**src/rtl/eth_gen_pkg.sv**
```systemverilog
// Shared types and constants for the MII/GMII receive frame generator.
// States, framing bytes, length limits and CRC-32 constants.
package eth_gen_pkg;

  typedef enum logic [2:0] {
    ST_IDLE,
    ST_PREAMBLE,
    ST_SFD,
    ST_HDR,
    ST_PAYLOAD,
    ST_PAD,
    ST_FCS,
    ST_IFG
  } state_t;

  localparam logic [7:0] PREAMBLE_BYTE = 8'h55;
  localparam logic [7:0] SFD_BYTE      = 8'hD5;

  localparam int PREAMBLE_BYTES = 7;
  localparam int MIN_PAYLOAD    = 46;
  localparam int MAX_PAYLOAD    = 1500;
  localparam int HDR_BYTES      = 14;
  localparam int FCS_BYTES      = 4;

  localparam logic [31:0] CRC_POLY_REFL = 32'hEDB88320;
  localparam logic [31:0] CRC_INIT      = 32'hFFFFFFFF;
  localparam logic [31:0] CRC_RESIDUE   = 32'hDEBB20E3;

  function automatic logic [15:0] clamp_len(
    input logic [15:0] len
  );
    return (len > 16'(MAX_PAYLOAD)) ?
      16'(MAX_PAYLOAD) : len;
  endfunction

endpackage

```
**src/rtl/mii_frame_gen_if.sv**
```systemverilog
// Request and PHY-side signals of the frame generator.
// master drives requests; slave is the generator itself.
interface mii_frame_gen_if #(
  parameter int DATA_W = 4,
  parameter int CNT_W  = 16
);
  logic              start;
  logic [47:0]       dst_mac;
  logic [47:0]       src_mac;
  logic [15:0]       eth_type;
  logic [15:0]       payload_len;
  logic [7:0]        seed;
  logic              err_inject;
  logic              phy_rx_dv;
  logic [DATA_W-1:0] phy_rxd;
  logic              phy_rx_er;
  logic              busy;
  logic              done;
  logic [CNT_W-1:0]  frame_cnt;

  modport master (
    output start, dst_mac, src_mac, eth_type,
    output payload_len, seed, err_inject,
    input  phy_rx_dv, phy_rxd, phy_rx_er,
    input  busy, done, frame_cnt
  );

  modport slave (
    input  start, dst_mac, src_mac, eth_type,
    input  payload_len, seed, err_inject,
    output phy_rx_dv, phy_rxd, phy_rx_er,
    output busy, done, frame_cnt
  );
endinterface

```
**src/rtl/crc32_d8.sv**
```systemverilog
// One-byte update of the reflected IEEE CRC-32 register.
// Purely combinational; data is consumed LSB first.
module crc32_d8
  import eth_gen_pkg::*;
(
  input  logic [31:0] crc_in,
  input  logic [7:0]  data,
  output logic [31:0] crc_out
);

  always_comb begin
    crc_out = crc_in;
    for (int i = 0; i < 8; i++) begin
      if (crc_out[0] ^ data[i])
        crc_out = (crc_out >> 1) ^ CRC_POLY_REFL;
      else
        crc_out = crc_out >> 1;
    end
  end

endmodule

```
**src/rtl/mii_frame_gen.sv**
```systemverilog
// MII/GMII receive frame generator (preamble..pad, FCS, IFG).
// FCS append enabled by defining MII_FRAME_GEN_FCS_EN.
module mii_frame_gen
  import eth_gen_pkg::*;
#(
  parameter int DATA_W    = 4,
  parameter int IFG_BYTES = 12,
  parameter int CNT_W     = 16
) (
  input logic           clk,
  input logic           reset,
  mii_frame_gen_if.slave bus
);

`ifdef MII_FRAME_GEN_FCS_EN
  localparam state_t DATA_END = ST_FCS;
`else
  localparam state_t DATA_END = ST_IFG;
`endif

  state_t            state;
  state_t            nxt;
  logic [15:0]       idx;
  logic [15:0]       eff_len;
  logic [15:0]       pad_len;
  logic [111:0]      hdr;
  logic [7:0]        seed_q;
  logic              err_q;
  logic              dv_q;
  logic [DATA_W-1:0] rxd_q;
  logic              er_q;
  logic              busy_q;
  logic              done_q;
  logic [CNT_W-1:0]  cnt_q;

  logic              byte_last;
  logic              at_end;
  logic              in_frame;
  logic [7:0]        cur_byte;
  logic [DATA_W-1:0] beat;
  logic [15:0]       len_c;
  logic [15:0]       pad_c;

`ifdef MII_FRAME_GEN_FCS_EN
  logic [31:0] crc_q;
  logic [31:0] crc_nxt;
`endif

  assign len_c = clamp_len(bus.payload_len);
  assign pad_c = (len_c >= 16'(MIN_PAYLOAD)) ?
    16'd0 : 16'(MIN_PAYLOAD) - len_c;

  assign in_frame = (state != ST_IDLE) &&
                    (state != ST_IFG);

  // Nibble mode: every byte spans two beats, low nibble first.
  generate
    if (DATA_W == 4) begin : g_mii
      logic nib;
      always_ff @(posedge clk or posedge reset) begin
        if (reset)
          nib <= 1'b0;
        else if (state == ST_IDLE)
          nib <= 1'b0;
        else
          nib <= ~nib;
      end
      assign byte_last = nib;
      assign beat = nib ? cur_byte[7:4] : cur_byte[3:0];
    end else begin : g_gmii
      assign byte_last = 1'b1;
      assign beat = cur_byte;
    end
  endgenerate

  always_comb begin
    cur_byte = 8'h00;
    at_end   = 1'b0;
    nxt      = state;
    unique case (state)
      ST_PREAMBLE: begin
        cur_byte = PREAMBLE_BYTE;
        at_end   = idx == 16'(PREAMBLE_BYTES - 1);
        nxt      = ST_SFD;
      end
      ST_SFD: begin
        cur_byte = SFD_BYTE;
        at_end   = 1'b1;
        nxt      = ST_HDR;
      end
      ST_HDR: begin
        cur_byte = hdr[111:104];
        at_end   = idx == 16'(HDR_BYTES - 1);
        nxt      = (eff_len == 16'd0) ? ST_PAD : ST_PAYLOAD;
      end
      ST_PAYLOAD: begin
        cur_byte = seed_q + idx[7:0];
        at_end   = idx == eff_len - 16'd1;
        nxt      = (pad_len != 16'd0) ? ST_PAD : DATA_END;
      end
      ST_PAD: begin
        at_end = idx == pad_len - 16'd1;
        nxt    = DATA_END;
      end
`ifdef MII_FRAME_GEN_FCS_EN
      ST_FCS: begin
        cur_byte = ~crc_q[7:0];
        at_end   = idx == 16'(FCS_BYTES - 1);
        nxt      = ST_IFG;
      end
`endif
      ST_IFG: begin
        at_end = idx == 16'(IFG_BYTES - 1);
        nxt    = ST_IDLE;
      end
      default: ;
    endcase
  end

  always_ff @(posedge clk or posedge reset) begin
    if (reset) begin
      state   <= ST_IDLE;
      idx     <= '0;
      eff_len <= '0;
      pad_len <= '0;
      hdr     <= '0;
      seed_q  <= '0;
      err_q   <= 1'b0;
      dv_q    <= 1'b0;
      rxd_q   <= '0;
      er_q    <= 1'b0;
      busy_q  <= 1'b0;
      done_q  <= 1'b0;
      cnt_q   <= '0;
    end else begin
      dv_q   <= in_frame;
      rxd_q  <= beat;
      er_q   <= err_q && (state == ST_PAYLOAD) &&
                (idx == 16'd0);
      done_q <= 1'b0;
      if (state == ST_IDLE) begin
        busy_q <= bus.start;
        if (bus.start) begin
          state   <= ST_PREAMBLE;
          idx     <= '0;
          eff_len <= len_c;
          pad_len <= pad_c;
          hdr     <= {bus.dst_mac, bus.src_mac, bus.eth_type};
          seed_q  <= bus.seed;
          err_q   <= bus.err_inject;
        end
      end else if (byte_last) begin
        if (state == ST_HDR)
          hdr <= {hdr[103:0], 8'h00};
        if (at_end) begin
          idx   <= '0;
          state <= nxt;
        end else begin
          idx <= idx + 16'd1;
        end
        if (state == ST_IFG && at_end) begin
          done_q <= 1'b1;
          cnt_q  <= cnt_q + CNT_W'(1);
        end
      end
    end
  end

`ifdef MII_FRAME_GEN_FCS_EN
  crc32_d8 u_crc (
    .crc_in  (crc_q),
    .data    (cur_byte),
    .crc_out (crc_nxt)
  );

  // FCS bytes are taken from the low end, so shift after each one.
  always_ff @(posedge clk or posedge reset) begin
    if (reset)
      crc_q <= CRC_INIT;
    else if (state == ST_IDLE && bus.start)
      crc_q <= CRC_INIT;
    else if (byte_last && (state == ST_HDR ||
             state == ST_PAYLOAD || state == ST_PAD))
      crc_q <= crc_nxt;
    else if (byte_last && state == ST_FCS)
      crc_q <= {8'h00, crc_q[31:8]};
  end
`endif

  assign bus.phy_rx_dv = dv_q;
  assign bus.phy_rxd   = rxd_q;
  assign bus.phy_rx_er = er_q;
  assign bus.busy      = busy_q;
  assign bus.done      = done_q;
  assign bus.frame_cnt = cnt_q;

endmodule
```
**src/flat_wrapper.sv**
```systemverilog
// flat-port wrapper written by rule: the top's interface ports become plain ports
module mii_frame_gen_flat import eth_gen_pkg::*;
#(
  parameter int DATA_W    = 4,
  parameter int IFG_BYTES = 12,
  parameter int CNT_W     = 16
)
  (clk, reset, bus_start, bus_dst_mac, bus_src_mac, bus_eth_type, bus_payload_len, bus_seed, bus_err_inject, bus_phy_rx_dv, bus_phy_rxd, bus_phy_rx_er, bus_busy, bus_done, bus_frame_cnt);
  mii_frame_gen_if #(.DATA_W(DATA_W), .CNT_W(CNT_W)) bus_i ();
  input logic clk;
  input logic reset;
  input wire logic [$bits(bus_i.start)-1:0] bus_start;
  input wire logic [$bits(bus_i.dst_mac)-1:0] bus_dst_mac;
  input wire logic [$bits(bus_i.src_mac)-1:0] bus_src_mac;
  input wire logic [$bits(bus_i.eth_type)-1:0] bus_eth_type;
  input wire logic [$bits(bus_i.payload_len)-1:0] bus_payload_len;
  input wire logic [$bits(bus_i.seed)-1:0] bus_seed;
  input wire logic [$bits(bus_i.err_inject)-1:0] bus_err_inject;
  output wire logic [$bits(bus_i.phy_rx_dv)-1:0] bus_phy_rx_dv;
  output wire logic [$bits(bus_i.phy_rxd)-1:0] bus_phy_rxd;
  output wire logic [$bits(bus_i.phy_rx_er)-1:0] bus_phy_rx_er;
  output wire logic [$bits(bus_i.busy)-1:0] bus_busy;
  output wire logic [$bits(bus_i.done)-1:0] bus_done;
  output wire logic [$bits(bus_i.frame_cnt)-1:0] bus_frame_cnt;
  assign bus_i.start = bus_start;
  assign bus_i.dst_mac = bus_dst_mac;
  assign bus_i.src_mac = bus_src_mac;
  assign bus_i.eth_type = bus_eth_type;
  assign bus_i.payload_len = bus_payload_len;
  assign bus_i.seed = bus_seed;
  assign bus_i.err_inject = bus_err_inject;
  assign bus_phy_rx_dv = bus_i.phy_rx_dv;
  assign bus_phy_rxd = bus_i.phy_rxd;
  assign bus_phy_rx_er = bus_i.phy_rx_er;
  assign bus_busy = bus_i.busy;
  assign bus_done = bus_i.done;
  assign bus_frame_cnt = bus_i.frame_cnt;
  mii_frame_gen #(.DATA_W(DATA_W), .IFG_BYTES(IFG_BYTES), .CNT_W(CNT_W)) u_core (.clk(clk), .reset(reset), .bus(bus_i));
endmodule
```
**config.mk**
```make
export PLATFORM = sky130hd
export DESIGN_NAME = mii_frame_gen_flat
export DESIGN_NICKNAME = d
export VERILOG_FILES = /design/src/rtl/eth_gen_pkg.sv /design/src/rtl/mii_frame_gen_if.sv /design/src/rtl/crc32_d8.sv /design/src/rtl/mii_frame_gen.sv /design/src/flat_wrapper.sv
export SDC_FILE = /design/constraint.sdc
export NUM_CORES = 1
export LEC_CHECK = 0
export ABC_CLOCK_PERIOD_IN_PS = 9900
export CORE_ASPECT_RATIO = 1.4
export CORE_MARGIN = 2
export CORE_UTILIZATION = 55
export CTS_BUF_LIST = sky130_fd_sc_hd__clkbuf_4 sky130_fd_sc_hd__clkbuf_8 sky130_fd_sc_hd__clkbuf_16
export CTS_CLUSTER_DIAMETER = 80
export CTS_CLUSTER_SIZE = 14
export DETAILED_ROUTE_END_ITERATION = 8
export PLACE_DENSITY = 0.78
export SYNTH_ARGS = -nofsm -noshare
export SYNTH_HDL_FRONTEND = slang
export SYNTH_SLANG_ARGS = --single-unit
export TNS_END_PERCENT = 10
```
**constraint.sdc**
```tcl
create_clock -name clk -period 9.9 [get_ports clk]
set_clock_uncertainty 0.2 [all_clocks]
set_input_delay 1.98 -clock clk [delete_from_list [all_inputs] [get_ports clk]]
set_output_delay 1.98 -clock clk [all_outputs]
set_load 0.05 [all_outputs]
```
==> results.txt, run 1 <==
* Cell total after placement: roughly 1600
* Cell Int Power: around 2000 µW
* Iteration count of the initial detailed-routing pass: 7
* Share of flip-flops with an asynchronous set or reset: between 90% and 100%
* Setup slack, reg-to-reg: 4460 ps
* Number of antenna violations at the first check in global routing: 0
* Number of fillers in the final layout: 1575
* Routed via count: 9616
- Average via count per standard cell: roughly 6
- Slew at the pin closest to its max-slew limit: between 1000 and 1500 ps
- The H-tree was split into 4 levels.
- Buffers added to address setup during post-CTS repair amount to 0.
* DRT Wirelength: ~29000 µm
- The die is roughly 170 µm tall.
* Worst Hold Launch: u_core.bus.frame_cnt[15]
- Detailed placement ended at an HPWL of between 20000 and 25000 µm.
- GRT Resource Usage Total: around 29%
- In this run the critical register-to-register path is launched from u_core.state[1].
- Timing would allow up to about 0.18 GHz.
* Final critical-path required period: 5440 ps
* Number of sinks driven by the clock tree: slightly below 200
- Together, buffers and inverters on the worst path number 1.
- The number of nets in the synthesized netlist is approximately 1400.
- Area of the multi-input gates: ~0.0055 mm²
- Sequential fraction of design power: about two fifths
- Switching portion of total power: roughly two fifths
- Placeable core region: 0.0193 mm²
- Registers take slightly below 0.005 mm².
* Fraction of the mapped netlist area in compound gates: 15.6%
- Leaving out filler cells and counting taps, the final layout contains approximately 1600.
* Global placement routability congestion: approximately 0.89
- Final count of hold timing violations: 0
- The first global-routing pass estimated 47200 µm of wire.
- CTS tree: built
- The slowest stage of the critical path belongs to the cell sky130_fd_sc_hd__and3b_1.
- Setup total negative slack on the finished layout was measured at 0 ps.
- Post-synthesis instance total: roughly 1300
- Each instance of the synthesized netlist takes up on average between 8 and 9 µm².
* CTS Hold Buffers Added: 0
- Summing the areas of all xor and xnor instances in the mapped netlist gives roughly 3.9% of the synthesized area.
* Initial core utilization: 56.3%
- The worst-case IR drop observed on VDD is between 150 and 200 µV.
- Pin count of the biggest net entering global routing: ~120
* Critical path fanouts, max: 20
- The critical path goes through and3b_1, mux2i_1, ha_1, inv_1, a211o_1, mux2i_1, a21oi_1, or2_1, nor4_1, nand4b_2, nor3_1, mux2_2.
- The synthesized design contains 0 enable-type register cells.
- After clock tree synthesis, the clock-pin slew on the worst setup and hold paths is approximately 70 ps.
* Setup-violating endpoint count in the final report: 0
- By instance count, the cell type seen most on the critical path is sky130_fd_sc_hd__mux2i_1.
- Vias in the first global route: around 9300
- Synthesized-area fraction occupied by and/or/nand/nor cells: between 20% and 30%
- In the post-synthesis netlist, the biggest area contributors are sky130_fd_sc_hd__dfrtp_1, sky130_fd_sc_hd__nand2_1, sky130_fd_sc_hd__a31oi_1.
- Library cell occupying the most area in the post-synthesis netlist: sky130_fd_sc_hd__dfrtp_1
- The min-delay analysis places its worst path in the category reg -> reg.
- On the worst path, the slowest cell contributes a delay of around 820 ps.
* Length in cells of the worst reg-to-reg path: 12
- The die covers roughly 0.021 mm².
- CP Launch Type: flop
- The analysis attributes to net switching a power of roughly 1400 µW.
- Root buffer cell: sky130_fd_sc_hd__clkbuf_16
- In the finished design, the share of the clock period the worst path needs comes to between 50% and 60%.
* Leakage: around 0.0057 µW
- Violation count after the first detailed-routing iteration: between 700 and 800
- # IOs: about 160
* Number of instances on the worst hold path: 1
- Data on the critical path arrives at its endpoint at ~5600 ps.
* Combinational family with the most area after synthesis: simple AND/OR/NAND/NOR gates
- Among all flip-flop cells after synthesis, the most frequent one is sky130_fd_sc_hd__dfrtp_1.
- Max-slew headroom at the worst pin: 28.7%
* WL/cell: around 17 µm
- For this run, the register share of the synthesized area comes to between 40% and 50%.
- Antenna violation net count after detailed routing: 0
* Aggregate global routing overflow: 0
- The share of synthesized area in the top cell type comes to ~45%.
* Setup Crit Path Kind: reg -> reg
- In this run the horizontal extent of the chip is approximately 120 µm.
* Reg2Reg Capture Point: u_core.state[2]
- Power per cell area: about 260 mW/mm²
* Share of synthesized cell area in full adder, half adder and majority cells: roughly 1.7%
- The initialized floorplan defines 60 standard-cell rows.
- Once the clock tree was built, the resizer swapped 0 gates to a different size.
* Post-synthesis register bit count: just under 200
- Mux contribution to synthesized area: 2.39%
* Worst Setup End Kind: flop
- Cells with a size suffix above 1 make up 5.73% of the layout.
- Area grow syn2layout: 20.5%
* DRC: 0
- For hold timing, the worst endpoint is u_core.bus.frame_cnt[15].
* Area of the mapped netlist: ~0.011 mm²
- Total of buffers placed on input and output ports: between 150 and 200
* Data required, critical path: 10020 ps
- Number of CTS-inserted buffers: 17
- Clk_lat worst skew: about 430 ps
- Synthesis instantiated 81 different standard cells from the library.
- During synthesis, Yosys emitted a total of 0 warnings.
* RSZ-0062 raised after global routing: false
- The clock passes through at most 2 buffers.
- Max-slew violation count: 0
- Inserted Diodes: 0
- The clock network burns between 10% and 20% of the power.
- Max cap viols: 0
* Critical path startpoint: u_core.state[1]
- Power share of the combinational group: 42.7%
- Cell family with most CP delay: simple AND/OR/NAND/NOR gates
- Result of the run: finished, final reports clean
- The final layout contains between 1500 and 2000 nets.
stage by stage:
stage                     hold slack [ps]  power [µW]  worst slack [ps]  cell area (µm²)  utilization [%]
after floorplan                       246        2340              2350            10900                -
after global placement                257        2690              4380            12500             65.0
after detailed placement              259        2740              4290            12500             65.0
after CTS                             269        3390              4510            13100             67.8
after global routing                  301        3650              4130            13100             67.8
final                                 267        3390              4460            13100             67.8
logic make-up (layout without fill, tap and decap cells):
group,Yosys count,after routing
DFF,197,197
xor gates and xnor gates,48,48
buffers and inverters,110,227
and+or+nand+nor,635,635
adders and majority gates,14,14
muxes,25,25
AOI/OAI and AO/OA,250,250
sequential cells by signal (all words and copies together) (netlist names), 3 cells and up:
register	count
u_core.pad_len	16
u_core.eff_len	16
u_core.bus.phy_rxd	4
u_core.state	3
u_core.idx	16
u_core.seed_q	8
u_core.bus.frame_cnt	16
u_core.hdr	112
worst max path at each step:
stage	to	slack, ps	cells after the start
final	u_core.state[2]	4460	12
after global routing	u_core.idx[10]	4130	12
after CTS	u_core.state[2]	4510	12
after detailed placement	u_core.hdr[19]	4290	9
after global placement	u_core.pad_len[11]	4380	12
after floorplan	u_core.bus.busy	2350	1
placed cells by master, fill, tap and decap left out, drive strengths merged, types with 11 or more instances in the layout:
master	count
buf	12
ha	13
xor2	32
nor3	35
inv	26
nor4	16
a31oi	110
a21oi	30
dfrtp	197
mux2i	18
clkbuf	19
and2	11
a22o	15
o21ai	28
xnor2	16
nand4	15
nand3	28
and3	15
nand2	297
clkdlybuf4s50	163
nor2	167
area by class of cell:
class	count	area share, %
Multi-Input combinational cell	972	42.0
Tap cell	248	2.37
Clock buffer	19	3.37
Timing Repair Buffer	175	13.2
Clock inverter	12	0.765
Inverter	21	0.660
Sequential cell	197	37.7
power groups by stage:
stage	clock, µW	combinational, µW	sequential (µW)
after floorplan	0	1090	1250
after global placement	0	1400	1290
after detailed placement	0	1440	1290
after CTS	661	1450	1280
after global routing	695	1630	1320
final	651	1450	1290
synth_stat cells, types with 13 or more instances:
cell type                  number
sky130_fd_sc_hd__a21oi_1       29
sky130_fd_sc_hd__a22o_1        15
sky130_fd_sc_hd__a31oi_1      110
sky130_fd_sc_hd__and3_1        15
sky130_fd_sc_hd__buf_2         18
sky130_fd_sc_hd__clkbuf_1      63
sky130_fd_sc_hd__dfrtp_1      197
sky130_fd_sc_hd__ha_1          13
sky130_fd_sc_hd__inv_1         21
sky130_fd_sc_hd__mux2i_1       18
sky130_fd_sc_hd__nand2_1      297
sky130_fd_sc_hd__nand3_1       28
sky130_fd_sc_hd__nand4_1       14
sky130_fd_sc_hd__nor2_1       167
sky130_fd_sc_hd__nor3_1        26
sky130_fd_sc_hd__nor4_1        16
sky130_fd_sc_hd__o21ai_0       22
sky130_fd_sc_hd__xnor2_1       16
sky130_fd_sc_hd__xor2_1        31
metal layers:
layer	vias up	track usage, %	share of wire (%)
met5	-	0	0
met4	0	11.3	3.6
met3	69	5.60	4.9
met2	280	46.7	50
met1	4600	37.5	41
li1	4667	-	-
Note: power is estimated with default switching activity, not from simulation.
==> inputs of run 2 (changes only) <==
ABC_CLOCK_PERIOD_IN_PS = 5200   (was 9900)
clock period = 5.2 ns   (was 9.9 ns; I/O delays follow)
==> results.txt, run 2 (synthesis results as in run 1) <==
* Result of the run: finished, final reports clean
- Setup Crit Path Kind: reg -> reg
- Power per cell area: 499 mW/mm²
- After detailed routing, the number of vias per cell comes to 5.96.
- Tot Pwr: around 6600 µW
- Met3 WL post-DR: about 1600 µm
* Number of flip-flops under the largest register name: ~110
* DR WL met2: about 15000 µm
* Commonest non-fill, non-tap cell in the layout: sky130_fd_sc_hd__nand2_1
- Along the worst path, the maximum fanout reaches 13.
- In this run the critical register-to-register path is launched from u_core.state[1].
- The worst register-to-register path has a setup slack of between 700 and 800 ps.
- The initial antenna violation count is 0.
- The finished layout holds 1653 standard cells, fillers aside.
- Number of post-CTS setup repair buffers: 0
* Area enclosed by the die boundary: 0.0209 mm²
- Area grow syn2layout: 22.1%
- In this run the most critical hold path is launched from u_core.bus.frame_cnt[15].
- Measured against its own limit, the worst slew margin works out to approximately 29%.
* Placeable core region: a little under 0.02 mm²
- Global placement routability congestion: slightly above 0.9
* Root buffer cell: sky130_fd_sc_hd__clkbuf_16
- Number of cell rows: 60
- Share of cells above drive strength 1: 6.33%
- Iteration count of the initial detailed-routing pass: 5
- In the final design database the tool counted between 1500 and 2000 nets.
* CTS-repair resized insts: 0
- Pin placement for this block handled around 160 I/O pins.
* Initial core utilization: between 50% and 60%
- For this run, the top clock speed supported by timing is between 0.2 and 0.25 GHz.
- Number of CTS-inserted buffers: 17
* Max-slew violation count: 0
* Die span in y: roughly 170 µm
* Worst setup slack after layout: roughly 710 ps
* Clock transition at the registers of the reported paths: 80 ps
- Number of instances on the worst hold path: 1
* Buffers from clock root to sink, at most: 2
- In the final routed layout, each cell accounts on average for between 15 and 20 µm.
- Die span in x: approximately 120 µm
- DRC: 0
* Clock H-tree levels: 4
- In the finished design, the share of the clock period the worst path needs comes to just under 90%.
* Final critical-path required period: 4490 ps
- At the later pin of the worst-skew pair, clock insertion delay measures 430 ps.
- RSZ-0062 raised after global routing: false
* Sum Neg Setup Slack: 0 ps
* Leakage: ~0.0058 µW
* Pin count of the biggest net entering global routing: between 100 and 150
- At the worst endpoint, the required time is approximately 5300 ps.
- Counting flops per register, the top entry is u_core.hdr.
* Number of sinks driven by the clock tree: roughly 200
- Most frequent cells in the layout: sky130_fd_sc_hd__nand2_1, sky130_fd_sc_hd__dfrtp_1, sky130_fd_sc_hd__nor2_1
- Slew at the pin closest to its max-slew limit: roughly 1100 ps
* Global-route wire length before repair: 47600 µm
- Global routing consumed, over all layers together, 28.8% of the routing resources.
- Violation count after the first detailed-routing iteration: between 700 and 800
* Inserted Diodes: 0
- Path category of the worst min-delay check: reg -> reg
* Reg2Reg Capture Point: u_core.idx[12]
- Input and output buffers added on the ports amount to ~160.
* DRT Wirelength: slightly below 30000 µm
* Vias in the first global route: about 9600
- The worst hold path terminates at u_core.bus.frame_cnt[15].
- Worst Path Arrival: approximately 4600 ps
* CP Launch Type: flop
- Length in cells of the worst reg-to-reg path: 12
* Uppermost layer routed: met4
- For this run the aggregate overflow at the end of global routing stands at 0.
* Final count of hold timing violations: 0
- The detail route stage leaves a number of antenna-violating nets equal to 0.
- Max cap viols: 0
- IR analysis of the VDD net gives a maximum drop of roughly 390 µV.
- Across all layers, the routed design uses between 9000 and 10000 vias.
- Timing analysis after detailed placement gives a worst setup slack of around 770 ps.
- CTS Hold Buffers Added: 0
* CTS tree: built
- For this block, wires on met1 add up to approximately 12000 µm.
- Total half-perimeter wirelength after legalization and detailed placement: between 20000 and 25000 µm
- Setup violations remaining at the end of the flow were counted as 0.
- Counting tap cells, the placed design contains a total of 1622 instances.
* Worst Setup End Kind: flop
[run 2: changes by cell type in the layout (fill, tap and decap cells not counted)]
cell	previous run	this run
sky130_fd_sc_hd__clkbuf_4	2	1
sky130_fd_sc_hd__clkinv_2	2	1
sky130_fd_sc_hd__buf_12	0	5
sky130_fd_sc_hd__clkbuf_8	0	1
sky130_fd_sc_hd__clkinvlp_4	2	4
sky130_fd_sc_hd__buf_4	12	16
sky130_fd_sc_hd__bufinv_16	0	2
sky130_fd_sc_hd__inv_6	3	2
sky130_fd_sc_hd__clkinv_4	3	2
sky130_fd_sc_hd__inv_8	3	2
[run 2: layout make-up]
| type | instances | area (µm²) |
|---|---|---|
| fill | 1572 | 6040 |
| multi-input combinational | 972 | 5490 |
| sequential | 197 | 4930 |
| timing repair buffer | 184 | 1850 |
| clock buffer | 19 | 447 |
| tap | 248 | 310 |
| clock inverter | 12 | 145 |
| inverter | 21 | 82.6 |
[run 2: report_power, final]
| part | leakage [µW] | switching [µW] | internal [µW] | total, µW |
|---|---|---|---|---|
| logic | 0.00318 | 1720 | 1120 | 2840 |
| clock network | 0.000283 | 598 | 735 | 1330 |
| registers | 0.00234 | 378 | 2060 | 2440 |
[run 2: through the flow]
stage | hold WS, ps | utilization, % | area (µm²)
2_1_floorplan | 246 | - | 10900
3_3_place_gp | 264 | 65.6 | 12700
3_5_place_dp | 266 | 65.6 | 12700
4_1_cts | 282 | 68.7 | 13300
5_1_grt | 302 | 68.7 | 13300
6_report | 283 | 68.7 | 13300
[run 2: metal layers]
metal | up-vias | global-route usage [%]
met3 | 65 | 5.46
met5 | - | 0
li1 | 4693 | -
met1 | 4741 | 37.0
met2 | 353 | 47.9
met4 | 0 | 10.9
[run 2: worst max path at each step]
| stage | from | endpoint | slack [ps] | cells after the start |
|---|---|---|---|---|
| 2_1_floorplan | u_core.state[2] | u_core.idx[10] | 1350 | 17 |
| 3_3_place_gp | u_core.state[1] | u_core.bus.frame_cnt[1] | 920 | 12 |
| 3_5_place_dp | u_core.state[1] | u_core.bus.frame_cnt[1] | 770 | 12 |
| 4_1_cts | u_core.state[1] | u_core.bus.frame_cnt[1] | 780 | 12 |
| 5_1_grt | u_core.state[1] | u_core.idx[12] | 490 | 12 |
| 6_report | u_core.state[1] | u_core.idx[12] | 710 | 12 |
[run 2: critical path, stage by stage (launching register included)]
cell                        delay (ps)
sky130_fd_sc_hd__dfrtp_1           370
sky130_fd_sc_hd__and3b_1           320
sky130_fd_sc_hd__mux2i_1           220
sky130_fd_sc_hd__ha_1              550
sky130_fd_sc_hd__inv_1             270
sky130_fd_sc_hd__a211oi_2          250
sky130_fd_sc_hd__mux2i_1           280
sky130_fd_sc_hd__a21oi_1           110
sky130_fd_sc_hd__and4bb_1          290
sky130_fd_sc_hd__o2111ai_1         100
sky130_fd_sc_hd__or4_1             770
sky130_fd_sc_hd__a21oi_2           520
sky130_fd_sc_hd__nor2_1            120
